<file path="src/rtl/tdm_pkg.sv">
// Shared TDM definitions: frame-side FSM states and default slot count,
// used by both the demux and the transmitting mux.
package tdm_pkg;

    localparam int TDM_N_DEFAULT = 16;

    typedef enum logic [1:0] {
        IDLE    = 2'd0,
        COLLECT = 2'd1,
        PARITY  = 2'd2
    } tdm_state_e;

endpackage

</file>
<file path="src/rtl/tdm_slot_counter.sv">
// Slot index counter for a TDM frame: start loads 1 (slot 0 already taken),
// inc advances, clr returns to 0; tc flags the last slot of the frame.
module tdm_slot_counter #(
    parameter int N = 16,
    localparam int SLOT_W = $clog2(N)
) (
    input  logic              clk,
    input  logic              rst,
    input  logic              start,
    input  logic              inc,
    input  logic              clr,
    output logic [SLOT_W-1:0] cnt,
    output logic              tc
);

    always_ff @(posedge clk or posedge rst) begin
        if (rst)        cnt <= '0;
        else if (start) cnt <= SLOT_W'(1);
        else if (clr)   cnt <= '0;
        else if (inc)   cnt <= cnt + SLOT_W'(1);
    end

    assign tc = (cnt == SLOT_W'(N - 1));

endmodule

</file>
<file path="src/rtl/tdm_demux_1xn.sv">
// Serial-to-parallel TDM frame demux: collects N slot bits into a shadow and
// publishes completed frames. Define TDM_DEMUX_PARITY_EN for a trailing even-parity beat.
module tdm_demux_1xn
    import tdm_pkg::*;
#(
    parameter int N = TDM_N_DEFAULT,
    localparam int SLOT_W = $clog2(N)
) (
    input  logic              clk,
    input  logic              rst,
    input  logic              din,
    input  logic              din_valid,
    input  logic              frame_start,
    output logic [N-1:0]      frame_data,
    output logic              frame_valid,
    output logic              frame_err,
    output logic              parity_err,
    output logic              busy,
    output logic [SLOT_W-1:0] slot
);

    tdm_state_e  state;
    logic [N-1:0] shadow, shadow_nxt;
    logic         start_beat, data_beat, tc;

    assign start_beat = din_valid & frame_start;
    assign data_beat  = din_valid & ~frame_start & (state == COLLECT);
    assign busy       = (state != IDLE);

    always_comb begin
        shadow_nxt       = shadow;
        shadow_nxt[slot] = din;
    end

    tdm_slot_counter #(.N(N)) u_cnt (
        .clk   (clk),
        .rst   (rst),
        .start (start_beat),
        .inc   (data_beat & ~tc),
        .clr   (data_beat & tc),
        .cnt   (slot),
        .tc    (tc)
    );

`ifndef TDM_DEMUX_PARITY_EN
    assign parity_err = 1'b0;
`endif

    always_ff @(posedge clk or posedge rst) begin
        if (rst) begin
            state       <= IDLE;
            shadow      <= '0;
            frame_data  <= '0;
            frame_valid <= 1'b0;
            frame_err   <= 1'b0;
`ifdef TDM_DEMUX_PARITY_EN
            parity_err  <= 1'b0;
`endif
        end else begin
            frame_valid <= 1'b0;
            frame_err   <= 1'b0;
`ifdef TDM_DEMUX_PARITY_EN
            parity_err  <= 1'b0;
`endif
            if (start_beat) begin
                // A start mid-frame aborts the partial frame; frame_data is untouched.
                if (state != IDLE) frame_err <= 1'b1;
                shadow <= {{(N-1){1'b0}}, din};
                state  <= COLLECT;
            end else if (din_valid) begin
                case (state)
                    COLLECT: begin
                        shadow <= shadow_nxt;
                        if (tc) begin
`ifdef TDM_DEMUX_PARITY_EN
                            state <= PARITY;
`else
                            frame_data  <= shadow_nxt;
                            frame_valid <= 1'b1;
                            state       <= IDLE;
`endif
                        end
                    end
`ifdef TDM_DEMUX_PARITY_EN
                    PARITY: begin
                        frame_data  <= shadow;
                        frame_valid <= 1'b1;
                        parity_err  <= (^shadow) ^ din;
                        state       <= IDLE;
                    end
`endif
                    default: ;
                endcase
            end
        end
    end

endmodule

</file>
<file path="config.mk">
export PLATFORM = sky130hd
export DESIGN_NAME = tdm_demux_1xn
export DESIGN_NICKNAME = d
export VERILOG_FILES = /design/src/rtl/tdm_pkg.sv /design/src/rtl/tdm_slot_counter.sv /design/src/rtl/tdm_demux_1xn.sv
export SDC_FILE = /design/constraint.sdc
export NUM_CORES = 1
export LEC_CHECK = 0
export BUFFER_PORTS_ARGS = -buffer_cell sky130_fd_sc_hd__buf_2
export CAP_MARGIN = 20
export CORE_ASPECT_RATIO = 2
export CORE_MARGIN = 8
export CORE_UTILIZATION = 51
export DETAILED_ROUTE_END_ITERATION = 8
export PLACE_DENSITY = 0.75
export SLEW_MARGIN = 0
export SYNTH_ARGS = -nofsm -noshare
export SYNTH_HDL_FRONTEND = slang
export SYNTH_SLANG_ARGS = --single-unit
</file>
<file path="constraint.sdc">
create_clock -name clk -period 1.51 [get_ports clk]
set_input_delay 0.302 -clock clk [delete_from_list [all_inputs] [get_ports clk]]
set_output_delay 0.302 -clock clk [all_outputs]
set_load 0.01 [all_outputs]
</file>
# --- Yosys cells after proc, flatten, opt, wreduce, memory -nomap -nowiden ---
# Index checks and enable logic that the tools add are counted.
totals:
  reg_bits: 40
  latch_bits: 0
  mem_bits_rw: 0
  rom_bits: 0
  inputBits: 5
  output_inout_bits: 24
  elab_cells: 47
  n_memories: 0
op_classes:
  n_addsub: 1
  n_mul: 0
  div_mod_pow: 0
  n_lt_le_gt_ge: 2
  n_eq_ne: 2
  shift: 0
  mux: 19
  bitwise: 8
  n_reduce_logical: 9
ops:
  columns: ["operator", "n"]
  rows:
  - ["$mux 16", 3]
  - ["$bwmux 16", 1]
  - ["$mux 4", 3]
  - ["$mux 2", 4]
  - ["$reduce_bool 2->1", 4]
  - ["$mux 1", 7]
  - ["$and 1x1->1", 5]
  - ["$lt 4x5->1 const B", 1]
  - ["$add 4x1->4 const B", 1]
  - ["$demux 1 s4", 1]
  - ["$eq 4x4->1 const B", 1]
  - ["$ge 4x1->1 const B", 1]
  - ["$reduce_and 4->1", 1]
  - ["$not 1->1", 3]
  - ["$reduce_and 3->1", 1]
  - ["$reduce_bool 3->1", 1]
  - ["$eq 2x1->1 const B", 1]
  - ["$reduce_and 2->1", 1]
  - ["$logic_and 1x1->1", 1]

# --- Longest topological paths before layout ---
logic_depth:
  ltp_word: 8
  mapped_depth: 6
  depth_no_buf: 5

# --- Cells and area by module ---
# A second synthesis with hierarchy kept.
unflattened:
  hier_cells: 206
  area_unflattened_um2: 2167.1
modules_own_cells:
  columns: ["mod", "n_inst", "cells_per_inst", "area_per_inst_um2", "seq_area_each_um2"]
  rows:
  - ["tdm_demux_1xn", 1, 188, 1958.1, 875.8]
  - ["tdm_slot_counter", 1, 18, 209.0, 100.1]

# --- Least setup slack after synthesis ---
# Ideal clock, no wire load.
synth_timing:
  path_kind: "flip-flop to flip-flop"
  startpoint: "register u_cnt.cnt[0]"
  endpoint: "register shadow[0]"
  setup_ns: 0.125
  arrival_time_ns: 1.582
  required_ns: 1.385
  slack_ns: -0.196
  stages_incl_launch_ff: 6
  n_path_buf: 0
  synth_period_minus_slack_ns: 1.706
  path_cell_list: "dfrtp_1 inv_1 ha_1 and4bb_2 o21ai_0 mux2_2"
synth_via:
  elab_chain_cells: 8
  word_cells_on_any_way: 9
  classes_between: "2 x order compare; 6 x mux; 1 x reduce/logical"
synth_lines:
  columns: ["element", "line", "text"]
  rows:
  - ["start, declared", "tdm_slot_counter.sv:12", "output logic [SLOT_W-1:0] cnt,"]
  - ["start signal, assigned", "tdm_slot_counter.sv:20", "else if (inc) cnt <= cnt + SLOT_W'(1);"]
  - ["$lt 4x5->1 (not written as such) / $ge 4x1->1 (equally long branches)", "tdm_demux_1xn.sv:32", "shadow_nxt[slot] = din;"]
  - ["$logic_and 1x1->1 (not written as such)", "tdm_demux_1xn.sv:32", null]
  - ["$mux 1 (not written as such)", "tdm_demux_1xn.sv:32", null]
  - ["$demux 1 s4 (*)", "tdm_demux_1xn.sv:32", null]
  - ["$bwmux 16 (*)", "tdm_demux_1xn.sv:32", null]
  - ["$mux 16 (*)", "tdm_demux_1xn.sv:71", "case (state)"]
  - ["$mux 16 (*)", "tdm_demux_1xn.sv:70", "end else if (din_valid) begin"]
  - ["$mux 16 (*)", "tdm_demux_1xn.sv:65", "if (start_beat) begin"]
  - ["end signal, assigned", "tdm_demux_1xn.sv:68", "shadow <= {{(N-1){1'b0}}, din};"]
  - ["end signal, assigned", "tdm_demux_1xn.sv:73", "shadow <= shadow_nxt;"]
  - ["end, declared", "tdm_demux_1xn.sv:23", "logic [N-1:0] shadow, shadow_nxt;"]
# Mark *: on every way between the ends. The rest lies on a longest branch, timed or not. The select of a mux whose other input is x is not followed.
# A chain may end at the register's enable or synchronous reset.

# --- Final worst setup path ---
# Ends and elaborated chain as after synthesis.

==> metrics.yaml <==
run_status:
  result_of_the_run: "finished clean"
global_routing:
  grt_start_max_net_pins: 39
  global_route.usage.total_pct: 14.9
  overflow: 0
  first_pass_grt_wire_length_um: 7420
  grt_antenna_before_repair: 0
  via_count_of_the_first_global_routing_pass: 1567
floorplanning:
  floorplan.io_pins: 29
  floorplan.die_area_um2: 6390
  floorplan.initialDensity_pct: 53.0
  floorplan.die.height_um: 105
  die_w_um: 60.7
  rows: 32
  design.core.area_um2: 3840
clocking:
  insertion_delay_ns: 0.28
  cts_inserted_buffers: 5
  clk_pin_slew_ns: 0.07
  clock_sink_count: 38
  library_cell_used_as_clock_root_buffer: "sky130_fd_sc_hd__clkbuf_8"
  cts.htree.levels: 2
  max-clock-path-buffers: 2
  hold_bufs_at_cts: 0
  cts_tree: "yes"
sta:
  final_hold_viol_count: 0
  slew_viol_final: 0
  finalSetupViolations: 0
  grt_setup_unrepaired: "yes"
  layout_worst_path_cycle_share_pct: 98.2
  fmax_mhz: 675
  layout_min_cycle_time_ns: 1.48
  setup_total_negative_slack_ns: 0
  clock-skew-final_ns: 0.00419
drt:
  drt-vias-per-instance: 5.51
  drtAntennaViolNets: 0
  dr.first_iter.drc_count: 28
  drtPass1Iterations: 4
  dr_total_vias: 1553
  route.detailed.wl_per_inst_um: 15.4
  route.final.wire_length_um: 4330
  drc: 0
layout:
  final_layout_size_suffix_gt1_share_pct: 31.2
  finalNetCount: 242
  final_cell_area_um2: 2360
  layout.cells.most_common: "sky130_fd_sc_hd__dfrtp_1"
  n_fill_cell: 356
  layout_common_cells: "35 x sky130_fd_sc_hd__dfrtp_1, 27 x sky130_fd_sc_hd__buf_2, 26 x sky130_fd_sc_hd__o21ai_0"
  syn_to_final_growth_pct: 16.1
  antenna_cells: 0
critical_path:
  endpoint: "shadow[0]"
  startpoint_type: "register"
  startpoint: "u_cnt.cnt[0]"
  crit-reg2reg-capture: "shadow[0]"
  crit_required_ns: 1.68
  setup.worst_path.end_class: "register"
  worst_ep_arrival_time_ns: 1.65
  path_max_fanout: 5
  ff2ff_setup_slack_ns: 0.03
  path_class: "register to register"
  ff2ff_path_depth: 5
  r2r_start: "u_cnt.cnt[0]"
power:
  power_leakage_nw: 1.19
  vdd.ir_drop.worst_mv: 0.706
  power.density_nw_per_um2: 1010
  power_mw: 2.39
yosys:
  postSynth.asyncResetShare_pct: 100
  synth_cell_types: 33
  synth-seq-area-share_pct: 46.7
  yosys_top_cell_by_area: "sky130_fd_sc_hd__dfrtp_1"
  synth_top_family_by_area: "compound AO/OA/AOI/OAI gates"
  syn_area_um2: 2040
  synthMuxAreaShare_pct: 7.92
  synth_top_area_share_pct: 46.7
  postSynthAreaPerCell_um2: 10.4
  synth-compound-area-share_pct: 19.7
  synth_ff_type: "sky130_fd_sc_hd__dfrtp_1"
  synth-adder-area-share_pct: 4.30
  ys_seq_elements: 38
  post_synth_xor_area_fraction_pct: 0
  synth.area.top_cells: "sky130_fd_sc_hd__dfrtp_1 47%, sky130_fd_sc_hd__mux2i_1 7.4%, sky130_fd_sc_hd__o21ai_0 6.9%"
  edff_count_synth: 0
  postSynthNetCount: 207
  post_synth_inst_count: 195
  post_synth_and_or_nand_nor_area_fraction_pct: 11.9
  synth_warnings: 0
placed_design:
  place_area_um2: 2230
  dp_hpwl_um: 3140
  routabilityCongestion: 0.802
  buffer_ports.inserted: 27
hold_path:
  hp-class: "input port to async pin"
job:
  cap_violations: 0
==> critical path, stage by stage, from the launching register on <==
cell and delay (ns):
sky130_fd_sc_hd__dfrtp_2 0.42, sky130_fd_sc_hd__inv_2 0.07, sky130_fd_sc_hd__ha_2 0.20, sky130_fd_sc_hd__and4bb_2 0.23
sky130_fd_sc_hd__o21ai_2 0.12, sky130_fd_sc_hd__mux2_2 0.33
==> Yosys cell counts, types with 2 or more instances <==
library cell	number
sky130_fd_sc_hd__a21oi_1	11
sky130_fd_sc_hd__a22o_1	5
sky130_fd_sc_hd__a31o_2	2
sky130_fd_sc_hd__buf_2	3
sky130_fd_sc_hd__buf_4	3
sky130_fd_sc_hd__buf_6	6
sky130_fd_sc_hd__clkbuf_1	3
sky130_fd_sc_hd__dfrtp_1	38
sky130_fd_sc_hd__ha_1	7
sky130_fd_sc_hd__inv_1	16
sky130_fd_sc_hd__mux2i_1	15
sky130_fd_sc_hd__nand2_1	4
sky130_fd_sc_hd__nand2_4	2
sky130_fd_sc_hd__nand3_1	4
sky130_fd_sc_hd__nand3_2	2
sky130_fd_sc_hd__nand3b_1	9
sky130_fd_sc_hd__nor3b_1	2
sky130_fd_sc_hd__nor3b_2	3
sky130_fd_sc_hd__o21ai_0	28
sky130_fd_sc_hd__o21ai_1	9
sky130_fd_sc_hd__o22ai_1	11
==> metrics by stage <==
step | std cells | setup WS [ns] | utilization, % | hold WS [ns]
2_1_floorplan | 195 | 0.00868 | - | 0.433
3_3_place_gp | 271 | 0.0545 | 57.9 | 0.431
3_5_place_dp | 271 | 0.0103 | 57.9 | 0.436
4_1_cts | 280 | 0.0254 | 61.0 | 0.125
5_1_grt | 282 | -0.0103 | 61.5 | 0.159
6_report | 282 | 0.0275 | 61.5 | 0.114
==> sequential cells by signal (all words and copies together) (netlist names) <==
name	flops
u_cnt.cnt	4
frame_data	16
shadow	15
state	1
frame_err	1
frame_valid	1
==> layer usage <==
metal	track usage [%]	routed length [um]	share of wire (%)
met5	0	0	0
met1	17.4	1720	40
met3	2.19	143	3.3
met4	6.89	63	1.5
met2	25.2	2400	55
==> layout make-up <==
class	instances	area (um2)	area share, %
inverter	16	60.1	2.54
timing repair buffer	44	275	11.6
clock buffer	8	110	4.66
multi-input combinational	125	901	38.1
tap	51	63.8	2.70
sequential	38	955	40.4
==> report_power, final <==
group	internal, mW	switching, mW	total [mW]	leakage, nW
logic	0.219	0.256	0.475	0.617
registers	1.06	0.0595	1.12	0.514
clock network	0.461	0.332	0.792	0.0575
==> kinds of logic (layout without fill, tap and decap cells) <==
family          Yosys count  in the layout
simple gates             31             31
compound gates           70             70
fa+ha+maj                 7              7
buf+inv                  32             68
other cells               1              1
flops                    38             38
mux                      16             16
==> what timing repair did <==
action	in CTS	in global routing
gates cloned	0	0
gates resized for setup	1	3
pin swaps	0	0
endpoints found under the setup margin	2	7
buffers inserted	1	2
==> worst min path at each step <==
stage | slack (ns) | cells past startpoint | startpoint | endpoint
2_1_floorplan | 0.43 | 2 | frame_start | state[0]
3_3_place_gp | 0.43 | 3 | rst | frame_data[9]
3_5_place_dp | 0.44 | 3 | rst | frame_data[9]
4_1_cts | 0.13 | 3 | rst | frame_data[9]
5_1_grt | 0.16 | 3 | rst | frame_data[9]
6_report | 0.11 | 3 | rst | frame_data[9]
Power figures use the tool's default switching activity.
